===== src/rtl/adc_sample_ctrl.sv =====
// APB-attached ADC sampling controller: triggers conversions (single-shot or
// periodic), waits for conversion-done, and captures the result for bus readback.
module adc_sample_ctrl #(
    parameter int DATA_WIDTH     = 32,
    parameter int TIMEOUT_CYCLES = 1024,
    parameter int TRIG_CYCLES    = 2
) (
    input  logic                  clk,
    input  logic                  reset,
    input  logic                  psel,
    input  logic                  penable,
    input  logic                  pwrite,
    input  logic [3:0]            paddr,
    input  logic [DATA_WIDTH-1:0] pwdata,
    output logic [DATA_WIDTH-1:0] prdata,
    output logic                  pready,
    output logic                  adc_trigger,
    input  logic [DATA_WIDTH-1:0] adc_data,
    input  logic                  adc_done,
    output logic                  irq
);

    localparam int TOW = (TIMEOUT_CYCLES > 1) ? $clog2(TIMEOUT_CYCLES) : 1;
    localparam int TRW = (TRIG_CYCLES > 1) ? $clog2(TRIG_CYCLES) : 1;

    typedef enum logic [1:0] {
        ST_IDLE    = 2'd0,
        ST_TRIG    = 2'd1,
        ST_WAIT    = 2'd2,
        ST_CAPTURE = 2'd3
    } state_t;

    state_t                state_q, state_d;
    logic [TRW-1:0]        trig_cnt_q, trig_cnt_d;
    logic [TOW-1:0]        wait_cnt_q, wait_cnt_d;
    logic [DATA_WIDTH-1:0] per_cnt_q, per_cnt_d;
    logic [DATA_WIDTH-1:0] period_q, period_d;
    logic [DATA_WIDTH-1:0] data_q, data_d;
    logic [DATA_WIDTH-1:0] sample_q, sample_d;
    logic                  enable_q, enable_d, cont_q, cont_d;
    logic                  ie_valid_q, ie_valid_d, ie_err_q, ie_err_d;
    logic                  valid_q, valid_d, overrun_q, overrun_d, timeout_q, timeout_d;
    logic                  done_pend_q, done_pend_d, run_prev_q;
    logic                  trigger_q, trigger_d, irq_q, irq_d;

    logic wr_s, ctrl_wr_s, period_wr_s, status_wr_s, data_rd_s;
    logic en_eff_s, start_s, busy_s, run_s, expired_s, capture_s, timeout_set_s;
    logic [DATA_WIDTH-1:0] reload_s;
    logic unused_s;

    assign wr_s        = psel & penable & pwrite;
    assign ctrl_wr_s   = wr_s & (paddr[3:2] == 2'd0);
    assign period_wr_s = wr_s & (paddr[3:2] == 2'd1);
    assign status_wr_s = wr_s & (paddr[3:2] == 2'd2);
    assign data_rd_s   = psel & penable & ~pwrite & (paddr[3:2] == 2'd3);
    // A CTRL write takes effect on the FSM in the same cycle it is written.
    assign en_eff_s    = ctrl_wr_s ? pwdata[0] : enable_q;
    assign start_s     = ctrl_wr_s & pwdata[2];
    assign busy_s      = (state_q != ST_IDLE);
    assign run_s       = enable_q & cont_q;
    assign expired_s   = run_s & run_prev_q & (per_cnt_q == '0);
    assign reload_s    = (period_q == '0) ? '0 : period_q - DATA_WIDTH'(1);
    assign pready      = 1'b1;
    assign adc_trigger = trigger_q;
    assign irq         = irq_q;
    assign unused_s    = ^paddr[1:0];

    // Conversion sequencer next-state logic
    always_comb begin
        state_d       = state_q;
        trig_cnt_d    = trig_cnt_q;
        wait_cnt_d    = wait_cnt_q;
        done_pend_d   = done_pend_q;
        sample_d      = sample_q;
        capture_s     = 1'b0;
        timeout_set_s = 1'b0;
        if (busy_s && !en_eff_s) begin
            state_d     = ST_IDLE;
            done_pend_d = 1'b0;
        end else begin
            case (state_q)
                ST_IDLE: begin
                    done_pend_d = 1'b0;
                    if (en_eff_s && (start_s || expired_s)) begin
                        state_d    = ST_TRIG;
                        trig_cnt_d = '0;
                    end else begin
                        state_d = ST_IDLE;
                    end
                end
                ST_TRIG: begin
                    if (adc_done) begin
                        done_pend_d = 1'b1;
                        sample_d    = adc_data;
                    end else begin
                        done_pend_d = done_pend_q;
                    end
                    if (trig_cnt_q == TRW'(TRIG_CYCLES - 1)) begin
                        wait_cnt_d = '0;
                        state_d    = (done_pend_q || adc_done) ? ST_CAPTURE : ST_WAIT;
                    end else begin
                        trig_cnt_d = trig_cnt_q + TRW'(1);
                    end
                end
                ST_WAIT: begin
                    if (adc_done) begin
                        sample_d = adc_data;
                        state_d  = ST_CAPTURE;
                    end else if (wait_cnt_q == TOW'(TIMEOUT_CYCLES - 1)) begin
                        timeout_set_s = 1'b1;
                        state_d       = ST_IDLE;
                    end else begin
                        wait_cnt_d = wait_cnt_q + TOW'(1);
                    end
                end
                ST_CAPTURE: begin
                    capture_s   = 1'b1;
                    done_pend_d = 1'b0;
                    state_d     = ST_IDLE;
                end
                default: begin
                    state_d = ST_IDLE;
                end
            endcase
        end
    end

    // Register file, period counter and output next-state
    always_comb begin
        enable_d   = ctrl_wr_s ? pwdata[0] : enable_q;
        cont_d     = ctrl_wr_s ? pwdata[1] : cont_q;
        ie_valid_d = ctrl_wr_s ? pwdata[3] : ie_valid_q;
        ie_err_d   = ctrl_wr_s ? pwdata[4] : ie_err_q;
        period_d   = period_wr_s ? pwdata : period_q;
        data_d     = capture_s ? sample_q : data_q;
        if (capture_s) begin
            valid_d = 1'b1;
        end else if (data_rd_s) begin
            valid_d = 1'b0;
        end else begin
            valid_d = valid_q;
        end
        // A read landing on the capture cycle consumes the old sample, so no overrun.
        if (capture_s && valid_q && !data_rd_s) begin
            overrun_d = 1'b1;
        end else if (status_wr_s && pwdata[2]) begin
            overrun_d = 1'b0;
        end else begin
            overrun_d = overrun_q;
        end
        if (timeout_set_s) begin
            timeout_d = 1'b1;
        end else if (status_wr_s && pwdata[3]) begin
            timeout_d = 1'b0;
        end else begin
            timeout_d = timeout_q;
        end
        if ((run_s && !run_prev_q) || expired_s) begin
            per_cnt_d = reload_s;
        end else if (run_s) begin
            per_cnt_d = per_cnt_q - DATA_WIDTH'(1);
        end else begin
            per_cnt_d = per_cnt_q;
        end
        trigger_d = (state_d == ST_TRIG);
        irq_d     = (valid_d & ie_valid_d) | ((overrun_d | timeout_d) & ie_err_d);
    end

    // APB read mux
    always_comb begin
        prdata = '0;
        if (psel && !pwrite) begin
            case (paddr[3:2])
                2'd0:    prdata[4:0] = {ie_err_q, ie_valid_q, 1'b0, cont_q, enable_q};
                2'd1:    prdata = period_q;
                2'd2:    prdata[3:0] = {timeout_q, overrun_q, valid_q, busy_s};
                2'd3:    prdata = data_q;
                default: prdata = '0;
            endcase
        end else begin
            prdata = '0;
        end
    end

    // State and register update
    always_ff @(posedge clk or posedge reset) begin
        if (reset) begin
            state_q     <= ST_IDLE;
            trig_cnt_q  <= '0;
            wait_cnt_q  <= '0;
            per_cnt_q   <= '0;
            period_q    <= '0;
            data_q      <= '0;
            sample_q    <= '0;
            enable_q    <= 1'b0;
            cont_q      <= 1'b0;
            ie_valid_q  <= 1'b0;
            ie_err_q    <= 1'b0;
            valid_q     <= 1'b0;
            overrun_q   <= 1'b0;
            timeout_q   <= 1'b0;
            done_pend_q <= 1'b0;
            run_prev_q  <= 1'b0;
            trigger_q   <= 1'b0;
            irq_q       <= 1'b0;
        end else begin
            state_q     <= state_d;
            trig_cnt_q  <= trig_cnt_d;
            wait_cnt_q  <= wait_cnt_d;
            per_cnt_q   <= per_cnt_d;
            period_q    <= period_d;
            data_q      <= data_d;
            sample_q    <= sample_d;
            enable_q    <= enable_d;
            cont_q      <= cont_d;
            ie_valid_q  <= ie_valid_d;
            ie_err_q    <= ie_err_d;
            valid_q     <= valid_d;
            overrun_q   <= overrun_d;
            timeout_q   <= timeout_d;
            done_pend_q <= done_pend_d;
            run_prev_q  <= run_s;
            trigger_q   <= trigger_d;
            irq_q       <= irq_d;
        end
    end

endmodule


===== config.mk =====
export PLATFORM = sky130hd
export DESIGN_NAME = adc_sample_ctrl
export DESIGN_NICKNAME = d
export VERILOG_FILES = /design/src/rtl/adc_sample_ctrl.sv
export SDC_FILE = /design/constraint.sdc
export NUM_CORES = 1
export LEC_CHECK = 0
export ABC_CLOCK_PERIOD_IN_PS = 4500
export CAP_MARGIN = 20
export CORE_MARGIN = 1.5
export CORE_UTILIZATION = 50
export DETAILED_ROUTE_END_ITERATION = 10
export GPL_ROUTABILITY_DRIVEN = 0
export GPL_TIMING_DRIVEN = 1
export PLACE_DENSITY = 0.78
export SETUP_SLACK_MARGIN = 0.1
export SLEW_MARGIN = 40
export SYNTH_ARGS = -nofsm -noshare
export SYNTH_HDL_FRONTEND = slang
export SYNTH_SLANG_ARGS = --single-unit
export TNS_END_PERCENT = 30

===== constraint.sdc =====
create_clock -name clk -period 4.5 [get_ports clk]
set_clock_uncertainty 0.05 [all_clocks]
set_input_delay 0.675 -clock clk [delete_from_list [all_inputs] [get_ports clk]]
set_output_delay 0.675 -clock clk [all_outputs]
set_load 0.1 [all_outputs]

==> impl_results.md, run 1 <==
* Synth Flop Type: dfrtp_1
* CTS resizes at 0
* Clk sink count at around 150
* Core area at ~15,000 µm²
* Worst min path class: reg2reg
* Fin. max-slew vios at 0
* Die Ht at between 100 and 150 µm
* Ys Warns at 0
* Vias in the first global route at approximately 6,600
* Worst Setup End Kind: flop
* Via/cell ratio at around 6.2
* Largest family of logic cells by synthesized area: simple AND/OR/NAND/NOR gates
* Mux cell area share after synthesis at roughly 15%
* DR pass1 iterations at 5
* DP HPWL at 14,400 µm
* Pre-CTS WS at 1.08 ns
* Mapped cell area at approximately 7900 µm²
* Share of power burned in registers at between 40% and 50%
* Yosys top cell by area: dfrtp_1
* Skew-Pair Late Insertion Delay at between 0.4 and 0.5 ns
* Final hold violation count at 0
* Gate Count Post-Synth at about 740
* Setup slack after layout at 1.01 ns
* Starting Density at 51.6%
* Quantity of I/O buffers inserted on ports at approximately 110
* Number of synthesized flops with an enable pin at 0
* DRC at 0
* CTS tree: built
* Area Growth Syn to Fin at 26.4%
* Post-synthesis sequential area ratio at a little under half
* Fillers at roughly 1,100
* Max IR drop VDD at about 0.3 mV
* Root Buffer: clkbuf_16
* Max Root-Sink Buffers at 2
* Worst slew pin tran at 0.822 ns
* Leak at 4.26 nW
* R2R Path End: per_cnt_q[27]
* Final setup fails at 0
* Setup TNS at 0 ns
* Min Tclk post-route at roughly 3.5 ns
* Top cells by count, synth: dfrtp_1 (152), mux2_2 (97), nor2_1 (56)
* Core Rows at 45
* Chip width at ~130 µm
* GR Util All Layers at 25.8%
* Sw Ratio at around 34%
* Setup Fix Bufs, Post-CTS at 0
* P_sw at around 1.5 mW
* Count leader, synth: dfrtp_1
* XOR/XNOR Fraction of Synth Area at approximately 3.3%
* Status: finished, final reports clean
* Power Total at between 4 and 5 mW
* DRT iter0 DRCs at between 400 and 500
* Max cap viols at 0
* Rel. slew slack at between 40% and 50%
* Clock power share at about a third
* Synth area leaders: dfrtp_1 (48%), mux2_2 (14%), a22o_1 (3.3%), nor2_1 (2.6%), nand2_1 (2.2%)
* Die ar. at roughly 17,000 µm²
* Pwr dens at around 420 nW/µm²
* Via count at between 6,000 and 7,000
* Fmax at approximately 290 MHz
* Post-synthesis compound-gate area fraction at 14.3%
* Worst Setup Start Kind: flop
* Synth Area in Adders at roughly 1.3%
* Seq cells post-synth at roughly 150
* Reg2reg setup slack at ~1.0 ns
* Worst setup path startpoint: per_cnt_q[24]
* Crit-path max FO at 15
* Worst Path Required at between 4 and 5 ns
* Mean Syn Cell Area at between 10 and 15 µm²
* Num CTS Buffers at 17
* Io pins at approximately 110
* Antenna violations before repair at 0
* Comb pwr share at 22.6%
* WS Path Type: reg2reg
* Fin nets at approximately 920
* Critical R2R Launch: per_cnt_q[24]
* Layout cells sized above 1 at 24.3%
* Reg2Reg Depth at 6
* Post-Syn Nets at between 800 and 900
* Wirelength per Cell at ~19 µm
* Internal Power at around 2.8 mW
* Synth Area in Simple Gates at roughly 16%
* Antenna-violating nets left at 0
* Largest net degree at the start of global routing at between 60 and 70
* N_diodes at 0
* Crit path to: per_cnt_q[27]
* Post-CTS Hold Buffers at 0
* Worst-path clk slew at 0.06 ns
* Crit path DAT at ~3.7 ns
* Post-synth top area share at 47.9%
* Grt ovf at 0
* Tcrit/Tclk final at between 70 and 80%
* Post-synth ARST share at 100%
* # H-tree levels at 4
* Yosys cell types at 65
* RSZ-0062 raised after global routing: false
* Routed WL at around 20,000 µm
* First-pass GRT wire length at 33,500 µm
[power by group through the flow]
stage | clock (mW) | sequential, mW | combinational (mW)
2_1_floorplan | 0 | 1.81 | 0.708
3_3_place_gp | 0 | 1.90 | 0.901
3_5_place_dp | 0 | 1.92 | 0.943
4_1_cts | 1.36 | 1.90 | 0.950
5_1_grt | 1.42 | 1.95 | 1.05
6_report | 1.35 | 1.91 | 0.954
[layout by cell type (no fill, tap or decap), types with 6 or more instances in the layout]
master	n
o21ai_0	33
inv_1	17
a21oi_1	10
xor2_1	15
nor2_1	51
nand4_1	7
buf_12	29
clkbuf_16	17
clkdlybuf4s50_1	71
a31oi_1	10
ha_1	8
o221ai_1	7
mux2_2	97
xnor2_1	15
dfrtp_1	152
nor3_1	24
nor4_1	21
a21boi_0	6
buf_4	12
nand3_1	22
inv_6	6
nand2_1	47
or3_1	7
a22o_1	30
or4_1	11
or2_2	9
[cells by family after synthesis]
logic type                 after synthesis
AOI/OAI and AO/OA                      150
other                                    1
adders and majority gates                8
muxes                                  102
and+or+nand+nor                        238
xor gates and xnor gates                30
buffers and inverters                   56
DFF                                    152
[final cells by class]
class,instances,area [µm²],area share [%]
Clock buffer,18,429,4.28
Clock inverter,14,128,1.27
Inverter,19,75.1,0.748
Multi-Input combinational cell,529,3940,39.3
Sequential cell,152,3800,37.9
Tap cell,211,264,2.63
Timing Repair Buffer,114,1390,13.9
[sequential cells by signal, indices dropped and copies added, names as in the netlist, 2 cells and up]
name and cells:
period_q 32, wait_cnt_q 10, data_q 32, sample_q 32, per_cnt_q 32, state_q 2
[critical path, cell delays in order, from the launching register on]
cell	delay (ns)
dfrtp_1	0.42
or4_1	0.62
nor4_1	0.60
nand4b_2	0.59
nand3_1	0.55
nor2_1	0.17
a221o_1	0.37
[per-layer routing]
layer  GRT usage [%]  part of all wire (%)  vias to the layer above
met4            9.12                   1.7                        0
met3            5.86                   7.7                       32
li1                -                     -                     2951
met1            35.0                    42                     3286
met5               0                     0                        -
met2            40.8                    48                      294
[stage by stage]
| step | std cells | hold WS, ns | utilization [%] | area (µm²) |
|---|---|---|---|---|
| global route | 1057 | 0.464 | 65.3 | 10000 |
| finish | 1057 | 0.452 | 65.3 | 10000 |
| detailed placement | 1025 | 0.434 | 61.6 | 9470 |
| global placement | 1024 | 0.414 | 61.4 | 9440 |
| floorplan | 737 | 0.395 | - | 7940 |
| CTS | 1057 | 0.450 | 65.2 | 10000 |
[worst min path at each step]
stage	start	endpoint	slack, ns	cells after the start
2_1_floorplan	wait_cnt_q[9]	wait_cnt_q[9]	0.40	1
3_3_place_gp	wait_cnt_q[9]	wait_cnt_q[9]	0.41	1
3_5_place_dp	per_cnt_q[23]	per_cnt_q[23]	0.43	1
4_1_cts	per_cnt_q[23]	per_cnt_q[23]	0.45	1
5_1_grt	wait_cnt_q[9]	wait_cnt_q[9]	0.46	1
6_report	sample_q[7]	sample_q[7]	0.45	1
(Power assumes the default switching activity.)
==> run 2, diff against run 1 <==
Settings changed: ABC_CLOCK_PERIOD_IN_PS 4500 to 3070.
Clock period 4.5 ns to 3.07 ns, I/O delays scaled along.
==> run 2 against run 1 <==
Against the previous run: count of clock-buffer cells in the layout stayed put; largest cell class unchanged; critical path type unchanged; utilization increased by 2.3 points; combinational power increased by 65%.
==> impl_results.md, run 2 (synthesized netlist as in run 1, its figures left out) <==
* Status: finished, final reports clean
* DR pass1 iterations at 8
* Commonest non-fill, non-tap cell in the layout: dfrtp_1
* CP max stage cell: or4b_2
* Vias in the first global route at slightly below 7,000
* Final setup fails at 0
* Worst min path class: reg2reg
* CP delay by family, top: simple AND/OR/NAND/NOR gates
* Wirelength per Cell at 19.9 µm
* Die ar. at about 17,000 µm²
* Internal Power at between 4 and 5 mW
* Crit path buf inv count at 0
* Clock power share at about 34%
* Pwr dens at about 630 nW/µm²
* Leak at approximately 4.4 nW
* Fin. max-slew vios at 0
* Io pins at around 110
* Comb pwr share at between 20% and 30%
* Chip width at roughly 130 µm
* Max IR drop VDD at ~0.43 mV
* Area Growth Syn to Fin at 30.9%
* Num CTS Buffers at 17
* Setup TNS at 0 ns
* Crit-path max FO at 6
* Layout cells sized above 1 at 26.6%
* Antenna-violating nets left at 0
* Worst Setup Start Kind: flop
* Max cap viols at 0
* WS Path Type: reg2reg
* Worst Setup End Kind: flop
* First-pass GRT wire length at between 30,000 and 40,000 µm
* Die Ht at about 130 µm
* Grt ovf at 0
* Routed WL at 21,600 µm
* GR Util All Layers at a little over a quarter
* Clk sink count at approximately 150
* Max Root-Sink Buffers at 2
* CTS tree: built
* CP peak stage delay at 0.69 ns
* N_diodes at 0
* Tcrit/Tclk final at between 90% and 100%
* Fin nets at ~940
* Min Tclk post-route at about 3.0 ns
* Core area at around 15,000 µm²
* DP HPWL at 14,500 µm
* Quantity of I/O buffers inserted on ports at between 100 and 150
* Largest net degree at the start of global routing at between 150 and 200
* Sw Ratio at around 34%
* Worst slew pin tran at between 0.7 and 0.8 ns
* Worst-path clk slew at 0.07 ns
* Skew-Pair Late Insertion Delay at roughly 0.43 ns
* Share of power burned in registers at 42.3%
* Core Rows at 45
* Final hold violation count at 0
* Root Buffer: clkbuf_16
* P_sw at ~2.2 mW
* Commonest non-fill, non-tap cells in the layout: dfrtp_1 (152), mux2_2 (97), clkdlybuf4s50_1 (71)
* Crit path DAT at about 3.2 ns
* RSZ-0062 raised after global routing: true
* DRC at 0
* Power Total at approximately 6.6 mW
* CP cell instances: or4_1 > or4b_2 > or4_4 > o41ai_2 > nor2_1 > a211o_1
* Via/cell ratio at 6.26
* Via count at 6,783
* Rel. slew slack at between 40% and 50%
* Worst Path Required at around 3.3 ns
* Final core occ at a little under 70%
* Fmax at about 340 MHz
* # H-tree levels at 4
* DRT iter0 DRCs at 592
* Starting Density at between 50% and 60%
* Antenna violations before repair at 0
run 2: changes by cell type in the layout (fill, tap and decap cells not counted), moves of 2 or more:
cell       change
buf_4         +22
buf_12         +6
bufinv_16      +3
buf_2          -2
clkinv_4       -2
run 2: path summary, 6_finish.rpt:
kind / startpoint / endpoint / slack [ns] / depth (start not counted)
max reg2reg: per_cnt_q[20] / per_cnt_q[29] / 0.11 / 6
min reg2reg: wait_cnt_q[9] / wait_cnt_q[9] / 0.43 / 1
min in group asynchronous: reset / data_q[2] / 0.45 / 3
max in group asynchronous: reset / per_cnt_q[2] / 1.81 / 4
max: per_cnt_q[20] / per_cnt_q[29] / 0.11 / 6
min: wait_cnt_q[9] / wait_cnt_q[9] / 0.43 / 1
run 2: worst reg2reg max path, delay by kind of cell (launching register included):
kind / cells / cell delay, ns
AND/OR/NAND/NOR: 4 / 1.86
flip-flops: 1 / 0.41
AO/OA/AOI/OAI: 2 / 0.52
run 2: power groups by stage:
stage | Sequential, mW | Clock [mW] | Combinational [mW]
global placement | 2.75 | 0 | 1.44
floorplan | 2.66 | 0 | 1.04
detailed placement | 2.78 | 0 | 1.50
finish | 2.78 | 2.23 | 1.57
CTS | 2.75 | 2.24 | 1.52
global route | 2.82 | 2.32 | 1.70
run 2: metal layers:
layer,vias to the layer above,wire (µm),track usage (%),part of all wire (%)
met2,335,10300,43.3,48
li1,3000,-,-,-
met5,-,0,0,0
met1,3389,9000,36.2,42
met3,59,1710,6.36,7.9
met4,0,576,11.8,2.7
run 2: timing repair:
| item | 4_1_cts | 5_1_grt |
|---|---|---|
| endpoints found under the setup margin | 2 | 24 |
| cloned | 0 | 0 |
| hold buffers | 0 | 0 |
| resized for setup | 2 | 2 |
| setup buffers | 0 | 4 |
run 2: cell type report:
cell class | instances | area [µm²]
Clock inverter | 14 | 186
Sequential cell | 152 | 3800
Tap cell | 211 | 264
Inverter | 19 | 75.1
Clock buffer | 18 | 429
Timing Repair Buffer | 141 | 1690
Fill cell | 1071 | 4980
Multi-Input combinational cell | 529 | 3940
run 2: stage by stage:
stage | setup WS, ns | instances | cell area [µm²] | hold slack, ns
after floorplan | -0.624 | 737 | 7940 | 0.395
after global placement | 0.0995 | 1047 | 9700 | 0.414
after detailed placement | -0.00650 | 1047 | 9700 | 0.422
after CTS | 0.0982 | 1079 | 10300 | 0.435
after global routing | 0.0482 | 1084 | 10400 | 0.464
final | 0.109 | 1084 | 10400 | 0.433
